$ cat config.mk
export PLATFORM = sky130hd
export DESIGN_NAME = seven_seg_scanner
export DESIGN_NICKNAME = d
export VERILOG_FILES = /design/src/rtl/seven_seg_scanner.sv
export SDC_FILE = /design/constraint.sdc
export NUM_CORES = 1
export LEC_CHECK = 0
export CORE_ASPECT_RATIO = 1.75
export CORE_MARGIN = 2
export CORE_UTILIZATION = 39
export DETAILED_ROUTE_END_ITERATION = 7
export PLACE_DENSITY = 0.7
export SYNTH_ARGS = -nofsm -noshare
export SYNTH_HDL_FRONTEND = slang
export SYNTH_SLANG_ARGS = --single-unit
$ cat constraint.sdc
create_clock -name clk -period 3.13 [get_ports clk]
set_input_delay 0.626 -clock clk [delete_from_list [all_inputs] [get_ports clk]]
set_output_delay 0.626 -clock clk [all_outputs]
set_load 0.005 [all_outputs]
$ cat src/rtl/seven_seg_scanner.sv
// Multiplexed common-anode seven-segment scanner with frame-coherent shadow data and anti-ghosting guard.
// Define LEADING_ZERO_BLANK_EN to suppress leading zeros (digit 0 and dp-marked digits excepted).
module seven_seg_scanner #(
  parameter int NUM_DIGITS   = 8,
  parameter int REFRESH_DIV  = 100000,
  parameter int BLANK_CYCLES = 16
) (
  input  logic                          clk,
  input  logic                          rst_n,
  input  logic                          enable,
  input  logic [4*NUM_DIGITS-1:0]       digits_in,
  input  logic [NUM_DIGITS-1:0]         dp_in,
  input  logic [NUM_DIGITS-1:0]         digit_en,
  output logic [NUM_DIGITS-1:0]         an,
  output logic [6:0]                    seg,
  output logic                          dp,
  output logic [$clog2(NUM_DIGITS)-1:0] scan_idx,
  output logic                          frame_done
);

  localparam int IW = $clog2(NUM_DIGITS);
  localparam int PW = $clog2(REFRESH_DIV);
  localparam logic [PW-1:0] PRESC_LAST = PW'(REFRESH_DIV - 1);
  localparam logic [IW-1:0] IDX_LAST   = IW'(NUM_DIGITS - 1);

  typedef enum logic [1:0] {IDLE, GUARD, SHOW} state_t;

  state_t                  state_q, state_d;
  logic [PW-1:0]           presc_q, presc_d;
  logic [IW-1:0]           idx_q, idx_d;
  logic                    load;
  logic [4*NUM_DIGITS-1:0] dig_sh_q;
  logic [NUM_DIGITS-1:0]   dp_sh_q, en_sh_q;
  logic [NUM_DIGITS-1:0]   an_q, an_d;
  logic [6:0]              seg_q, seg_d;
  logic                    dp_q, dp_d;
  logic [3:0]              cur_nib;
  logic [NUM_DIGITS-1:0]   lz_blank;

  function automatic state_t slot_state(input logic [PW-1:0] p);
    return (int'(p) < BLANK_CYCLES) ? GUARD : SHOW;
  endfunction

  function automatic logic [6:0] hex7(input logic [3:0] h);
    logic [6:0] s;
    case (h)
      4'h0: s = 7'h40;
      4'h1: s = 7'h79;
      4'h2: s = 7'h24;
      4'h3: s = 7'h30;
      4'h4: s = 7'h19;
      4'h5: s = 7'h12;
      4'h6: s = 7'h02;
      4'h7: s = 7'h78;
      4'h8: s = 7'h00;
      4'h9: s = 7'h10;
      4'hA: s = 7'h08;
      4'hB: s = 7'h03;
      4'hC: s = 7'h46;
      4'hD: s = 7'h21;
      4'hE: s = 7'h06;
      4'hF: s = 7'h0E;
      default: s = 7'h7F;
    endcase
    return s;
  endfunction

`ifdef LEADING_ZERO_BLANK_EN
  // Walk down from the most significant digit; the run of blanking stops at the first non-zero or dp digit.
  always_comb begin
    logic run;
    lz_blank = '0;
    run      = 1'b1;
    for (int unsigned i = NUM_DIGITS - 1; i >= 1; i--) begin
      run         = run & (dig_sh_q[4*i +: 4] == 4'h0) & ~dp_sh_q[i];
      lz_blank[i] = run;
    end
  end
`else
  assign lz_blank = '0;
`endif

  assign cur_nib = dig_sh_q[{idx_q, 2'b00} +: 4];

  always_comb begin
    state_d = state_q;
    presc_d = presc_q;
    idx_d   = idx_q;
    load    = 1'b0;
    if (!enable) begin
      state_d = IDLE;
      presc_d = '0;
      idx_d   = '0;
    end else if (state_q == IDLE) begin
      load    = 1'b1;
      presc_d = '0;
      idx_d   = '0;
      state_d = slot_state('0);
    end else begin
      if (presc_q == PRESC_LAST) begin
        presc_d = '0;
        if (idx_q == IDX_LAST) begin
          idx_d = '0;
          load  = 1'b1;
        end else begin
          idx_d = idx_q + 1'b1;
        end
      end else begin
        presc_d = presc_q + 1'b1;
      end
      state_d = slot_state(presc_d);
    end
  end

  // Outputs are computed from the current state, so they lag the counters by one cycle.
  always_comb begin
    an_d  = '1;
    seg_d = 7'h7F;
    dp_d  = 1'b1;
    if (state_q == SHOW && en_sh_q[idx_q] && !lz_blank[idx_q]) begin
      an_d[idx_q] = 1'b0;
      seg_d       = hex7(cur_nib);
      dp_d        = ~dp_sh_q[idx_q];
    end
  end

  always_ff @(posedge clk or negedge rst_n) begin
    if (!rst_n) begin
      state_q  <= IDLE;
      presc_q  <= '0;
      idx_q    <= '0;
      dig_sh_q <= '0;
      dp_sh_q  <= '0;
      en_sh_q  <= '0;
      an_q     <= '1;
      seg_q    <= 7'h7F;
      dp_q     <= 1'b1;
    end else begin
      state_q <= state_d;
      presc_q <= presc_d;
      idx_q   <= idx_d;
      if (load) begin
        dig_sh_q <= digits_in;
        dp_sh_q  <= dp_in;
        en_sh_q  <= digit_en;
      end
      an_q  <= an_d;
      seg_q <= seg_d;
      dp_q  <= dp_d;
    end
  end

  assign an         = an_q;
  assign seg        = seg_q;
  assign dp         = dp_q;
  assign scan_idx   = idx_q;
  assign frame_done = (state_q != IDLE) && (presc_q == PRESC_LAST) && (idx_q == IDX_LAST);

endmodule

==> key figures, run 1 <==
Status
  • Status: completed

Synth
  • Async SR Flop Fraction: 1.00
  • Distinct cells, synth: 52
  • Synth Area in Compound Gates: 0.0755
  • Post-Synth Simple-Gate Area: 0.137
  • Ys flop type: dfrtp_1
  • Post-synth top cells: dfrtp_1, nor2_1, mux2_2
  • Most common cell in the netlist: dfrtp_1
  • Post-Synth XOR/XNOR Area: 0.0372
  • Post-synthesis cell count: 365
  • Post-synthesis cell area: 4240 um^2
  • Mux contribution to synthesized area: 0.174
  • Synth Area in Adders: 0.0266
  • Top post-synthesis cells by area: dfrtp_1, dfstp_2, mux2_2
  • Mean post-synth cell area: 11.6 um^2
  • Synth top area share: 0.413
  • Yosys reg bits: 86
  • Largest family of logic cells by synthesized area: multiplexers
  • EDFF count, synth: 0
  • Area leader, netlist: dfrtp_1
  • Yosys warns: 0
  • Sequential area share after synthesis: 0.512
  • Syn_nets: 425

Clocking
  • CTS tree: done
  • CTS Buffer Depth: 2
  • Root buf cell: clkbuf_16
  • Max H-tree Level: 3
  • Sink Count: 86
  • Worst-path clk slew: 60 ps
  • Skew-Pair Late Insertion Delay: 340 ps
  • CTS buffer count: 9
  • Hold Buf Count CTS: 0

Detailed routing
  • Initial drt markers: 218
  • Routed via count: 3043
  • # DRC: 0
  • DR vias/cell: 5.38
  • DRT Pass-1 Iters: 4
  • Total Wirelength: 9380 um
  • Detail Route Antenna Nets: 0
  • Mean routed wirelength per cell: 16.6 um

Floorplanning
  • # IOs: 71
  • Rows: 50
  • DIE WIDTH: 82.8 um
  • DIE AREA: 11800 um^2
  • Vert. Die Dim: 142 um
  • Initial core utilization: 0.399
  • Core area: 10600 um^2

Critical path
  • Worst Setup End Kind: primary output
  • Kind of start point of the critical path: flop
  • Reg2reg setup slack: 360 ps
  • Critical path data required time: 2500 ps
  • Crit path DAT: 2400 ps
  • Max incr delay on CP: 700 ps
  • Cell breakdown of the critical path: or4b_2 > nor3_2 > nand2_1 > nor2_1 > clkdlybuf4s50_1
  • Critical path class: flop to primary output
  • CP Max Fanout: 8
  • CP top delay family: simple AND/OR/NAND/NOR gates
  • Buf/Inv on CP: 1
  • Slowest CP cell: or4b_2

Finish
  • Layout Nets: 491
  • Layout cells sized above 1: 0.202
  • Post-layout util: 0.503
  • Diode count: 0
  • Area grow syn2layout: 26.1%
  • Post-route design area: 5350 um^2

Global routing
  • Vias in the first global route: 3152
  • Initial antenna violation count: 0
  • Grt ovf: 0
  • Largest net degree at the start of global routing: 87
  • First-pass GRT wire length: 15200 um
  • Total track usage: 0.163

Timing
  • Worst slew pin tran: 1060 ps
  • Worst Skew: 7.95 ps
  • Unrepaired setup endpoints after global routing: no
  • Max-slew headroom: 0.291
  • Final Max Slew Viols: 0
  • Fmax achieved: 0.330 GHz
  • Setup_tns: 0 ps
  • Final period util: 0.968
  • Final setup fails: 0
  • Final Hold Fails: 0
  • Final period demand of the worst path: 3030 ps

Job
  • Max cap viols: 0

Power
  • VDD IR max: 0.313 mV
  • P per Cell Area: 497 nW/um^2
  • Leakage: 2.13 nW

Place
  • HPWL Detailed: 6830 um
  • Placer Congestion: 0.940
  • DP Area: 5060 um^2
  • IO Port Bufs: 70

Min path
  • Hold Path Class: input pin to asynchronous set/reset pin
## cell usage in the layout (no fill, tap or decap), types with 14 or more instances in the layout
cell type        netlist  routed
mux2_1                20      20
dfrtp_1               70      68
xnor2_1               14      14
clkdlybuf4s50_1        0      69
dfstp_2               16      16
nor2_1                34      34
nand2_1               24      24
mux2_2                33      33
## sequential cells by signal, indices dropped and copies added (netlist names)
signal,count
dp,1
en_sh_q,8
scan_idx,3
dp_sh_q,8
state_q,2
an,8
presc_q,17
seg,7
dig_sh_q,32
## through the flow
stage | setup WS [ps] | total power, W | instances | hold slack [ps]
finish | 101 | 0.00266 | 566 | 477
global route | 3.20 | 0.00278 | 566 | 502
CTS | 77.7 | 0.00269 | 566 | 490
detailed placement | 381 | 0.00167 | 550 | 476
global placement | 482 | 0.00165 | 550 | 464
floorplan | 386 | 0.00151 | 365 | 330
## report_power, final
part	internal (W)	switching (W)	total [W]	leakage [nW]
registers	0.00123	0.0000601	0.00129	1.03
logic	0.000209	0.000151	0.000360	0.952
clock network	0.000597	0.000415	0.00101	0.148
## final timing paths
kind | start | endpoint | cells past startpoint
min | rst_n | dig_sh_q[18]$_DFFE_PN0P_ | 1
max in group asynchronous | rst_n | presc_q[5]$_DFF_PN0_ | 1
min in group clk | en_sh_q[5]$_DFFE_PN0P_ | en_sh_q[5]$_DFFE_PN0P_ | 1
min reg2reg | en_sh_q[5]$_DFFE_PN0P_ | en_sh_q[5]$_DFFE_PN0P_ | 1
max | presc_q[11]$_DFF_PN0_ | frame_done | 5
max reg2reg | scan_idx[0]$_DFFE_PN0P_ | seg[3]$_DFF_PN1_ | 8
## what timing repair did
item	4_1_cts	5_1_grt
gates resized for setup	0	2
endpoints found under the hold margin	0	0
setup endpoints to repair	0	1
setup buffers	0	0
## final cells by class
class / instances / area (um^2)
repair buffers: 78 / 771
well taps: 130 / 163
clock buffers: 12 / 267
fillers: 983 / 5290
clock inverters: 4 / 20.0
multi-input cells: 247 / 1920
flip-flops and latches: 86 / 2170
inverters: 9 / 33.8
## logic make-up (layout without fill, tap and decap cells)
logic type,after synthesis,count (layout)
muxes,61,61
buffers and inverters,32,103
DFF,86,86
xor gates and xnor gates,18,18
AOI/OAI and AO/OA,45,45
adders and majority gates,9,9
and+or+nand+nor,114,114
## routing by layer
metal | routed length [um] | track usage
met1 | 3460 | 0.168
met2 | 5350 | 0.313
met3 | 401 | 0.0394
met4 | 167 | 0.0595
met5 | 0 | 0
Power figures use the tool's default switching activity.
==> run 2: changes to the inputs <==
==> constraint.sdc (replaced) <==
create_clock -name clk -period 3.2 [get_ports clk]
set_input_delay 0.48 -clock clk [delete_from_list [all_inputs] [get_ports clk]]
set_output_delay 0.48 -clock clk [all_outputs]
set_load 0.005 [all_outputs]
==> run 2 against run 1 <==
Final cell count decreased by 0.18%. Non-clock buffer count fell by 1. Sequential power barely moved. Wire length is 0.19% higher. Worst setup slack better by 170 ps.
==> key figures, run 2 (same netlist as run 1, synthesis figures left out) <==
Detailed routing
  • Total Wirelength: 9400 um (was 9380 um)
  • Routed via count: 3031 (was 3043)
  • # DRC: 0 (unchanged)
  • Mean routed wirelength per cell: 16.6 um (about the same)
  • Initial drt markers: 125 (was 218)
  • Detail Route Antenna Nets: 0 (unchanged)
  • DR vias/cell: 5.36 (was 5.38)
  • DRT Pass-1 Iters: 4 (unchanged)

Global routing
  • Initial antenna violation count: 0 (unchanged)
  • Total track usage: 0.168 (was 0.163)
  • Largest net degree at the start of global routing: 87 (unchanged)
  • Grt ovf: 0 (unchanged)
  • Vias in the first global route: 3287 (was 3152)
  • First-pass GRT wire length: 15500 um (was 15200 um)

Timing
  • Final period demand of the worst path: 2930 ps
  • Final setup fails: 0 (unchanged)
  • Setup_tns: 0 ps (unchanged)
  • Final period util: 0.917
  • Fmax achieved: 0.341 GHz
  • Final Max Slew Viols: 0 (unchanged)
  • Unrepaired setup endpoints after global routing: no (unchanged)
  • Max-slew headroom: 0.294 (was 0.291)
  • Final Hold Fails: 0 (unchanged)
  • Worst slew pin tran: 1060 ps (about the same)
  • Worst Skew: 5.71 ps (was 7.95 ps)
  • Hold Slack: 322 ps (was 477 ps)

Critical path
  • Critical path class: flop to primary output (unchanged)
  • Worst Setup End Kind: primary output (unchanged)
  • CP Max Fanout: 8 (unchanged)
  • Crit path DAT: 2450 ps (was 2400 ps)
  • Kind of start point of the critical path: flop (unchanged)
  • Critical path data required time: 2720 ps (was 2500 ps)
  • R2R depth: 8 (unchanged)

Floorplanning
  • DIE WIDTH: 82.8 um (unchanged)
  • Rows: 50 (unchanged)
  • DIE AREA: 11800 um^2 (unchanged)
  • Vert. Die Dim: 142 um (unchanged)
  • # IOs: 71 (unchanged)
  • Core area: 10600 um^2 (unchanged)
  • Initial core utilization: 0.399 (unchanged)

Clocking
  • Hold Buf Count CTS: 0 (unchanged)
  • Sink Count: 86 (unchanged)
  • Skew-Pair Late Insertion Delay: 340 ps (about the same)
  • Root buf cell: clkbuf_16 (unchanged)
  • Post-CTS sizing: 0 (unchanged)
  • Worst-path clk slew: 60 ps (about the same)
  • CTS tree: done (unchanged)
  • CTS buffer count: 9 (unchanged)
  • Max H-tree Level: 3 (unchanged)
  • Post-CTS setup buffer count: 0 (unchanged)
  • CTS Buffer Depth: 2 (unchanged)

Finish
  • Largest register FFs: 32 (unchanged)
  • Post-layout util: 0.506 (was 0.503)
  • Diode count: 0 (unchanged)
  • Area grow syn2layout: 26.9% (was 26.1%)
  • Layout cells sized above 1: 0.195 (was 0.202)
  • Most frequent cells in the layout: dfrtp_1, clkdlybuf4s50_1, nor2_1 (was clkdlybuf4s50_1, dfrtp_1, nor2_1)
  • Top flop regs: dig_sh_q x32, presc_q x17 (unchanged)
  • Largest reg by FF count: dig_sh_q (unchanged)
  • Final Non-Filler Cells: 565 (was 566)
  • Layout Nets: 490 (was 491)
  • Most common cell after layout, fill and taps aside: dfrtp_1 (was clkdlybuf4s50_1)

Place
  • Placer Congestion: 0.838 (was 0.940)
  • HPWL Detailed: 6880 um (was 6830 um)
  • Cells after DPL: 549 (was 550)
  • IO Port Bufs: 70 (unchanged)

Power
  • VDD IR max: 0.328 mV (was 0.313 mV)
  • P per Cell Area: 511 nW/um^2 (was 497 nW/um^2)
  • Leakage: 2.14 nW (was 2.13 nW)
  • Total power: 0.00275 W (was 0.00266 W)

Min path
  • Hold Path Class: input pin to asynchronous set/reset pin (unchanged)

Job
  • Max cap viols: 0 (unchanged)

Status
  • Status: completed (unchanged)
[run 2: changes by cell type in the layout (fill, tap and decap cells not counted)]
cell / previous run / this run
dfrtp_2: 2 / 0
dfrtp_1: 68 / 70
buf_4: 8 / 7
clkbuf_8: 3 / 2
bufinv_16: 0 / 2
clkinv_4: 0 / 1
clkinv_2: 4 / 1
clkinvlp_4: 0 / 1
[run 2: critical path, stage by stage (launching register included)]
cell             delay (ps)
dfrtp_1                 460
nand4bb_1               230
or4_1                   490
nor3_2                  220
nand2_1                  70
nor2_1                  130
clkdlybuf4s50_1         520
[run 2: final timing paths]
kind	from	to	slack, ps
max	presc_q[6]$_DFF_PN0_	frame_done	270
min	rst_n	dp_sh_q[5]$_DFFE_PN0P_	320
max reg2reg	scan_idx[2]$_DFFE_PN0P_	seg[3]$_DFF_PN1_	390
min reg2reg	dig_sh_q[27]$_DFFE_PN0P_	dig_sh_q[27]$_DFFE_PN0P_	480
max in group asynchronous	rst_n	dig_sh_q[0]$_DFFE_PN0P_	2190
min in group clk	dig_sh_q[27]$_DFFE_PN0P_	dig_sh_q[27]$_DFFE_PN0P_	480
[run 2: report_power, final]
part	internal, W	leakage (nW)	switching (W)
Combinational	0.000204	0.946	0.000149
Clock	0.000725	0.162	0.000414
Sequential	0.00120	1.03	0.0000591
[run 2: area by class of cell]
class	count	area [um^2]
inverter	9	33.8
timing repair buffer	77	763
clock inverter	5	81.3
sequential	86	2170
tap	130	163
clock buffer	11	253
multi-input combinational	247	1920
fill	951	5250
[run 2: per-stage QoR]
| stage | instance area [um^2] | setup WS, ps |
|---|---|---|
| finish | 5380 | 267 |
| global route | 5380 | 134 |
| CTS | 5380 | 211 |
| detailed placement | 5050 | 396 |
| global placement | 5050 | 441 |
| floorplan | 4240 | 456 |
[run 2: per-layer routing]
metal  vias up  share of wire  global-route usage
met5         -              0                   0
met4         0          0.031              0.0889
met3        19          0.030              0.0331
met2        64           0.58               0.326
met1      1506           0.36               0.164
li1       1442              -                   -
==> run 3: changes to the inputs <==
CAP_MARGIN = 5   (was default)
==> results of run 3 <==
Same layout as run 2: the final DEF is identical, and so are final timing and power.
